[src/rtl/fixed_point_addsub_arbiter.sv]
// Round-robin shared fixed-point add/subtract unit with a one-entry registered result.
// Optional macro FIXED_POINT_ARB_OVERFLOW_EN adds the registered signed-overflow flag rsp_ovf.

module fixed_point_adder #(
  parameter int N     = 32,
  parameter     MODEL = "Structural",
  parameter     TOP   = "RippleCarryAdd"
) (
  input  logic [N-1:0] a,
  input  logic [N-1:0] b,
  input  logic         ci,
  output logic [N-1:0] c,
  output logic         co
);
  generate
    if (MODEL == "Structural" && TOP == "RippleCarryAdd") begin : g_ripple
      logic [N:0] carry;
      assign carry[0] = ci;
      for (genvar i = 0; i < N; i++) begin : g_bit
        assign c[i]       = a[i] ^ b[i] ^ carry[i];
        assign carry[i+1] = (a[i] & b[i]) | (carry[i] & (a[i] ^ b[i]));
      end
      assign co = carry[N];
    end else begin : g_behavioural
      assign {co, c} = {1'b0, a} + {1'b0, b} + {{N{1'b0}}, ci};
    end
  endgenerate
endmodule

module fixed_point_addsub_arbiter #(
  parameter int N     = 32,
  parameter int R     = 4,
  parameter     MODEL = "Structural",
  parameter     TOP   = "RippleCarryAdd",
  localparam int IDW  = $clog2(R)
) (
  input  logic           clk,
  input  logic           rst,
  input  logic [R-1:0]   req_valid,
  output logic [R-1:0]   req_ready,
  input  logic [R-1:0]   req_subtract,
  input  logic [R*N-1:0] req_a,
  input  logic [R*N-1:0] req_b,
  output logic           rsp_valid,
  input  logic           rsp_ready,
  output logic [IDW-1:0] rsp_id,
  output logic [N-1:0]   rsp_c,
  output logic           rsp_co
`ifdef FIXED_POINT_ARB_OVERFLOW_EN
  ,
  output logic           rsp_ovf
`endif
);
  // Handshake: a transfer happens on a rising edge where valid && ready on the same side;
  // requesters hold valid and operands until ready, and ready never depends on a future cycle.

  typedef enum logic {EMPTY, FULL} state_t;

  // Output register occupancy; kept as a named register so checkers can observe it.
  state_t         state;
  logic [IDW-1:0] rr_ptr;

  logic [N-1:0]   a_arr [R];
  logic [N-1:0]   b_arr [R];

  generate
    for (genvar i = 0; i < R; i++) begin : g_unpack
      assign a_arr[i] = req_a[i*N +: N];
      assign b_arr[i] = req_b[i*N +: N];
    end
  endgenerate

  logic           can_accept;
  logic           any_valid;
  logic           accept;
  logic [IDW-1:0] grant;
  logic [IDW-1:0] ptr_next;
  logic [IDW:0]   cand;

  assign can_accept = (state == EMPTY) || rsp_ready;

  // First pending requester at or after rr_ptr, wrapping modulo R.
  always_comb begin
    any_valid = 1'b0;
    grant     = '0;
    cand      = '0;
    for (int k = 0; k < R; k++) begin
      cand = {1'b0, rr_ptr} + (IDW+1)'(k);
      if (cand >= (IDW+1)'(R)) cand = cand - (IDW+1)'(R);
      if (!any_valid && req_valid[cand[IDW-1:0]]) begin
        any_valid = 1'b1;
        grant     = cand[IDW-1:0];
      end
    end
  end

  assign accept   = !rst && can_accept && any_valid;
  assign ptr_next = (grant == IDW'(R-1)) ? '0 : grant + IDW'(1);

  always_comb begin
    req_ready = '0;
    for (int i = 0; i < R; i++) begin
      req_ready[i] = accept && (grant == IDW'(i));
    end
  end

  logic [N-1:0] op_a;
  logic [N-1:0] op_b;
  logic         op_sub;
  logic [N-1:0] sum_c;
  logic         sum_co;

  assign op_a   = a_arr[grant];
  assign op_sub = req_subtract[grant];
  // Subtract is a + ~b + 1: invert b and feed the op bit as carry-in.
  assign op_b   = op_sub ? ~b_arr[grant] : b_arr[grant];

  fixed_point_adder #(
    .N     (N),
    .MODEL (MODEL),
    .TOP   (TOP)
  ) u_adder (
    .a  (op_a),
    .b  (op_b),
    .ci (op_sub),
    .c  (sum_c),
    .co (sum_co)
  );

`ifdef FIXED_POINT_ARB_OVERFLOW_EN
  logic sum_ovf;
  assign sum_ovf = (op_a[N-1] == op_b[N-1]) && (sum_c[N-1] != op_a[N-1]);
`endif

  assign rsp_valid = (state == FULL);

  always_ff @(posedge clk) begin
    if (rst) begin
      state   <= EMPTY;
      rr_ptr  <= '0;
      rsp_id  <= '0;
      rsp_c   <= '0;
      rsp_co  <= 1'b0;
`ifdef FIXED_POINT_ARB_OVERFLOW_EN
      rsp_ovf <= 1'b0;
`endif
    end else if (accept) begin
      state   <= FULL;
      rr_ptr  <= ptr_next;
      rsp_id  <= grant;
      rsp_c   <= sum_c;
      rsp_co  <= sum_co;
`ifdef FIXED_POINT_ARB_OVERFLOW_EN
      rsp_ovf <= sum_ovf;
`endif
    end else if (state == FULL && rsp_ready) begin
      state <= EMPTY;
    end
  end
endmodule

[config.mk]
export PLATFORM = sky130hd
export DESIGN_NAME = fixed_point_addsub_arbiter
export DESIGN_NICKNAME = d
export VERILOG_FILES = /design/src/rtl/fixed_point_addsub_arbiter.sv
export SDC_FILE = /design/constraint.sdc
export NUM_CORES = 1
export LEC_CHECK = 0
export CAP_MARGIN = 40
export CORE_AREA = 2 2 121 123
export DETAILED_ROUTE_END_ITERATION = 16
export DIE_AREA = 0 0 123 125
export PLACE_DENSITY = 0.83
export SETUP_SLACK_MARGIN = 0.2
export SLEW_MARGIN = 40
export SYNTH_ARGS = -nofsm -noshare
export SYNTH_HDL_FRONTEND = slang
export SYNTH_SLANG_ARGS = --single-unit
[constraint.sdc]
create_clock -name clk -period 42 [get_ports clk]
set_input_delay 8.4 -clock clk [delete_from_list [all_inputs] [get_ports clk]]
set_output_delay 8.4 -clock clk [all_outputs]
set_load 0.05 [all_outputs]
# Word level (Yosys, flattened, before mapping)
# Cells that the tools add are included.
dict set report op_classes {
  multipliers 0
  n_eq_ne 3
  div 0
  reduce_logical 17
  order_cmp 10
  n_bitwise 163
  n_shift 0
  add_sub_neg 8
  mux 32
}
# op count
set ops {}
lappend ops {{two-way mux 32 bit} 5}
lappend ops {{binary-select mux 32 bit (select 2 bit)} 2}
lappend ops {{bitwise AND 1 bit} 64}
lappend ops {{XOR 1 bit} 64}
lappend ops {{NOT 32 bit} 1}
lappend ops {{OR 1 bit} 32}
lappend ops {{two-way mux 2 bit} 9}
lappend ops {{< comparator 2 x 3 -> 1 bit (second input constant)} 5}
lappend ops {{greater-or-equal comparator 3 bit (second input constant)} 4}
lappend ops {{two-way mux 1 bit} 11}
lappend ops {{binary-select mux 1 bit (select 2 bit)} 5}
lappend ops {{logical AND 1 bit} 10}
lappend ops {{subtractor 2 x 1 -> 2 bit (second input constant)} 4}
lappend ops {{adder 2 x 2 -> 3 bit (second input constant)} 2}
lappend ops {{== test 2 bit (second input constant)} 2}
lappend ops {{logical NOT 1 bit} 4}
lappend ops {{adder 2 x 1 -> 3 bit (second input constant)} 1}
lappend ops {{greater-or-equal comparator 2 x 3 -> 1 bit (second input constant)} 1}
lappend ops {{NOT 2 -> 3 bit} 1}
lappend ops {{adder 2 x 1 -> 2 bit (second input constant)} 1}
lappend ops {{== test 2 x 1 -> 1 bit (second input constant)} 1}
lappend ops {{logical NOT 2 bit} 1}
lappend ops {{nonzero test 2 bit} 1}
lappend ops {{logical OR 1 bit} 1}
lappend ops {{NOT 1 bit} 1}
dict set report word_totals {
  romBits 0
  ramBits 0
  n_memories 0
  latch_bits 0
  elab_cells 238
  out_inout_bits 40
  ff_bits 38
}

# Depth between registers and ports, before layout
dict set report depth {
  ltp_word 85
  depth_mapped 46
  ltp_nobuf 43
}

# Hierarchy
# A second synthesis with hierarchy kept.
dict set report hier_totals {
  hier_cells 586
  area_unflattened_um2 4580.6
}
# module n_inst area_per_inst_um2 cells_per_inst seq_area_each_um2
set by_module_without_submodules {}
lappend by_module_without_submodules {fixed_point_addsub_arbiter 1 3902.5 544 760.7}
lappend by_module_without_submodules {fixed_point_adder 1 678.2 42 0.0}

# Least setup slack after synthesis
# Ideal clock, no wire load.
dict set report synth_path {
  kind {input to register}
  startpoint {input req_valid[2]}
  endpoint {register rsp_c[31]}
  stages 43
  arrival_time_ps 23012
  t_required_ps 41871
  setup_slack_ps 18859
  path_buffers 2
  path_cell_list {mux2i_1 -> nor2_1 -> nor3_2 -> buf_4 -> clkbuf_4 -> mux2i_1 -> xor2_1 -> fa_1 -> fa_1 -> fa_1 -> fa_1 -> fa_1 -> fa_1 -> fa_1 -> fa_1 -> fa_1 -> fa_1 -> fa_1 -> [... 7 more ...] -> fa_1 -> fa_1 -> fa_1 -> fa_1 -> fa_1 -> fa_1 -> fa_1 -> fa_1 -> fa_1 -> fa_1 -> fa_1 -> fa_1 -> fa_1 -> fa_1 -> inv_1 -> fa_1 -> nand2_1 -> o21ai_0}
}
dict set report synth_between {
  elab_chain_cells 82
  elab_cells_between_ends 160
  classes_between {mux (25); bitwise (128); reduce/logical (7)}
}
# element line
set synth_lines {}
lappend synth_lines {{start: declaration} 39} ;# input logic [R-1:0] req_valid,
lappend synth_lines {{binary-select mux 1 bit (select 2 bit)} 90} ;# if (!any_valid && req_valid[cand[IDW-1:0]]) begin
lappend synth_lines {{two-way mux 1 bit (implied by the code)} 90}
lappend synth_lines {{two-way mux 1 bit} 90}
lappend synth_lines {{logical NOT 1 bit} 90}
lappend synth_lines {{logical AND 1 bit} 90}
lappend synth_lines {{two-way mux 1 bit} 90}
lappend synth_lines {{logical NOT 1 bit} 90}
lappend synth_lines {{logical AND 1 bit} 90}
lappend synth_lines {{[... 67 more ...]} --}
lappend synth_lines {{bitwise AND 1 bit} 21} ;# assign carry[i+1] = (a[i] & b[i]) | (carry[i] & (a[i] ^ b[i]));
lappend synth_lines {{OR 1 bit} 21}
lappend synth_lines {{bitwise AND 1 bit} 21}
lappend synth_lines {{OR 1 bit} 21}
lappend synth_lines {{bitwise AND 1 bit} 21}
lappend synth_lines {{OR 1 bit} 21}
lappend synth_lines {{XOR 1 bit (*)} 20} ;# assign c[i] = a[i] ^ b[i] ^ carry[i];
lappend synth_lines {{named net sum_c[31]} 110} ;# logic [N-1:0] sum_c;
lappend synth_lines {{end signal: assignment} 151} ;# rsp_c <= sum_c;
lappend synth_lines {{end: declaration} 47} ;# output logic [N-1:0] rsp_c,
# Mark *: on every way through the listed nets, which the timed path passes. The rest lies on a longest branch. The select of a mux whose other input is x is not followed.
# A chain may end at the register's enable or synchronous reset.

# Worst setup path in the final report
dict set report layout_path {
  startpoint {input req_valid[0]}
  endpoint {register rsp_c[31]}
}
# Same word-level chain as after synthesis.

==> flow_summary.yaml <==
detailed_routing:
  drtIter0Drc: 195
  num_vias: 5050
  routedWlPerCell_um: 16.1
  final_antenna_net_count: 0
  drc: 0
  viasPerCell: 4.82
  firstDrtPassIters: 4
  routed_wl_mm: 16.8
synth:
  synthDistinctLibCells: 36
  syn_nets: 889
  synth_area_um2: 4540
  syn-instance-count: 587
  yosys_warnings: 0
  ys_ff_latch: 38
  synth.avg_cell_area_um2: 7.74
  seq_area_frac_synth: 0.168
layout:
  fillers: 1344
  drive_gt1_frac: 0.0255
  num-nets-final: 1164
  area_growth_pct: 72.4
  final_core_util: 0.551
  stdcell_count: 1047
  antenna_cells: 0
place:
  gp_congestion: 0.811
  hpwl_mm: 13.7
  dpl.cell_count: 1039
  dp_slack_ns: 16.68
  io_buffers: 306
sta:
  period_needed_ns: 24.73
  maxSlewViolCount: 0
  tightest_slew_ns: 0.772
  hold_viol: 0
  clock_skew_ns: 0.00495
  fin_crit_sh: 0.589
  finalSetupViolations: 0
  max_freq_mhz: 40.4
  rsz0062_at_grt: "no"
  slew_headroom: 0.485
  fin_ws_ns: 17.27
  fin_setup_tns_ns: 0
global_routing:
  grt-ovfl-total: 0
  grt_pass1_vias: 4991
  grt_usage: 0.212
  grt_pass1_wl_mm: 25.4
  antenna_found_initial: 0
  grt_max_degree: 67
clock_tree:
  ctsResizeCount: 0
  clk-insertion-delay-late_ns: 0.28
  clk_pin_slew_worst_paths_ns: 0.06
  post_cts_buffers: 0
  clk_path_buf_depth: 2
  root_buffer: "clkbuf_16"
  cts-hold-fix-buffers: 0
  htree_levels: 2
  numCtsBuffers: 5
  cts.sinks: 38
  cts_tree: "done"
worst_setup_path:
  arrival_ns: 24.87
  endpoint: "rsp_c[31]"
  r2r_setup_slack_ns: 25.44
  cp-end-kind: "register"
  startpoint_type: "input port"
  slowest_delay_ns: 0.54
  cpMaxStageDelayCell: "clkdlybuf4s50_1"
  crit_start: "req_valid[0]"
  crit_type: "in2reg"
  worst-r2r-cell-count: 44
  r2r-start: "rr_ptr[1]"
  r2r-end: "rsp_c[31]"
  cp.required_ns: 42.14
  cp_common_cell: "fa_1"
  crit_buf_inv: 6
  cp_top_family: "adder cells"
  cp.depth: 45
  critPathMaxFanout: 42
pwr:
  powerDensity_nw_per_um2: 41.1
  finalPower_mw: 0.322
  p_leak_nw: 3.18
  ir_drop_mv: 0.0214
worst_hold_path:
  hold_path.class: "reg2reg"
run:
  drv_cap: 0
floorplan:
  die_w_um: 123
  start_util: 0.320
  core-area_um2: 14200
  row_count: 44
  die_y_um: 125
  die_area_um2: 15400
  io_pins: 307
outcome:
  status: "complete, no violations"
## where the power goes
part	switching (mW)	internal (mW)	leakage (nW)	total, mW
clock network	0.0154	0.0235	0.0729	0.0389
logic	0.132	0.101	2.79	0.233
registers	0.00497	0.0456	0.315	0.0505
total	0.152	0.170	3.18	0.322
## worst register-to-register path: cells and delay by family (launching register included)
family	cells	cell delay, ns
adder cells (fa/ha/maj)	31	13.53
AO/OA/AOI/OAI	5	0.97
multiplexers	2	0.43
buffers and inverters	5	0.97
flip-flops	1	0.47
AND/OR/NAND/NOR	1	0.06
## cells by family after synthesis
kind of cell	Yosys count	share of synthesized area
adders and majority gates	35	0.148
muxes	103	0.227
AOI/OAI and AO/OA	75	0.103
buffers and inverters	52	0.0573
xor gates and xnor gates	35	0.0675
DFF	38	0.168
and+or+nand+nor	249	0.230
## worst min path at each step
stage / startpoint / endpoint / cells after the start
2_1_floorplan: rr_ptr[0] / rr_ptr[0] / 2
3_3_place_gp: rsp_c[16] / rsp_c[16] / 2
3_5_place_dp: rsp_c[31] / rsp_c[31] / 2
4_1_cts: rsp_co / rsp_co / 2
5_1_grt: rsp_c[31] / rsp_c[31] / 2
6_report: rsp_c[31] / rsp_c[31] / 2
## synth_stat cells
cell type,n,area share
a21oi_1,5,0.0055
a211oi_1,29,0.048
nand3_1,29,0.032
clkbuf_1,20,0.017
inv_4,1,0.0014
buf_2,11,0.012
xor2_1,29,0.056
nand2b_1,4,0.0055
buf_1,6,0.0050
nor2_1,32,0.026
buf_6,4,0.0099
mux2i_1,102,0.22
nor3_2,1,0.0022
o21ai_0,36,0.040
ha_1,4,0.011
o21a_1,1,0.0017
a31oi_1,2,0.0028
o22ai_2,1,0.0028
nor4_1,1,0.0014
clkbuf_4,1,0.0017
xnor2_1,6,0.012
or3_1,1,0.0014
a221o_1,1,0.0022
fa_1,31,0.14
and2_1,4,0.0055
nor2b_1,2,0.0028
and3_1,2,0.0028
dfxtp_1,38,0.17
nor3b_1,1,0.0017
nand2_1,163,0.13
inv_1,4,0.0033
buf_4,4,0.0066
nor3_1,2,0.0022
mux2_2,1,0.0025
nand3b_1,7,0.012
clkinv_1,1,0.00083
## per-stage QoR
step,instance area (um2),hold WS [ns]
2_1_floorplan,4540,0.481
5_1_grt,7830,0.510
3_3_place_gp,7670,0.462
4_1_cts,7820,0.488
3_5_place_dp,7670,0.473
6_report,7830,0.483
## cell usage in the layout, fill, tap and decap left out, drive strengths merged, types with 6 or more instances in the layout
cell type and count:
nand3 29, clkbuf 6, a211oi 29, xor2 29
buf 9, clkdlybuf4s50 305, nand3b 7, mux2i 102
xnor2 6, o21ai 36, dfxtp 38, nor2 32
nand2 163, fa 31
## sequential cells by signal, summed over array words and instances, names as in the netlist
name / count
rsp_valid: 1
rsp_id: 2
rsp_co: 1
rsp_c: 32
rr_ptr: 2
## metal layers
metal | global-route usage | vias to the layer above | part of all wire
li1 | - | 2527 | -
met1 | 0.234 | 2289 | 0.37
met2 | 0.404 | 217 | 0.53
met3 | 0.0461 | 17 | 0.082
met4 | 0.0501 | 0 | 0.018
met5 | 0 | - | 0
## final cells by class
class / count / area [um2] / area share
Clock buffer: 6 / 139 / 0.0177
Clock inverter: 2 / 12.5 / 0.00160
Inverter: 6 / 25.0 / 0.00320
Multi-Input combinational cell: 497 / 3540 / 0.452
Sequential cell: 38 / 761 / 0.0972
Tap cell: 184 / 230 / 0.0294
Timing Repair Buffer: 314 / 3120 / 0.399
(Power assumes the default switching activity.)
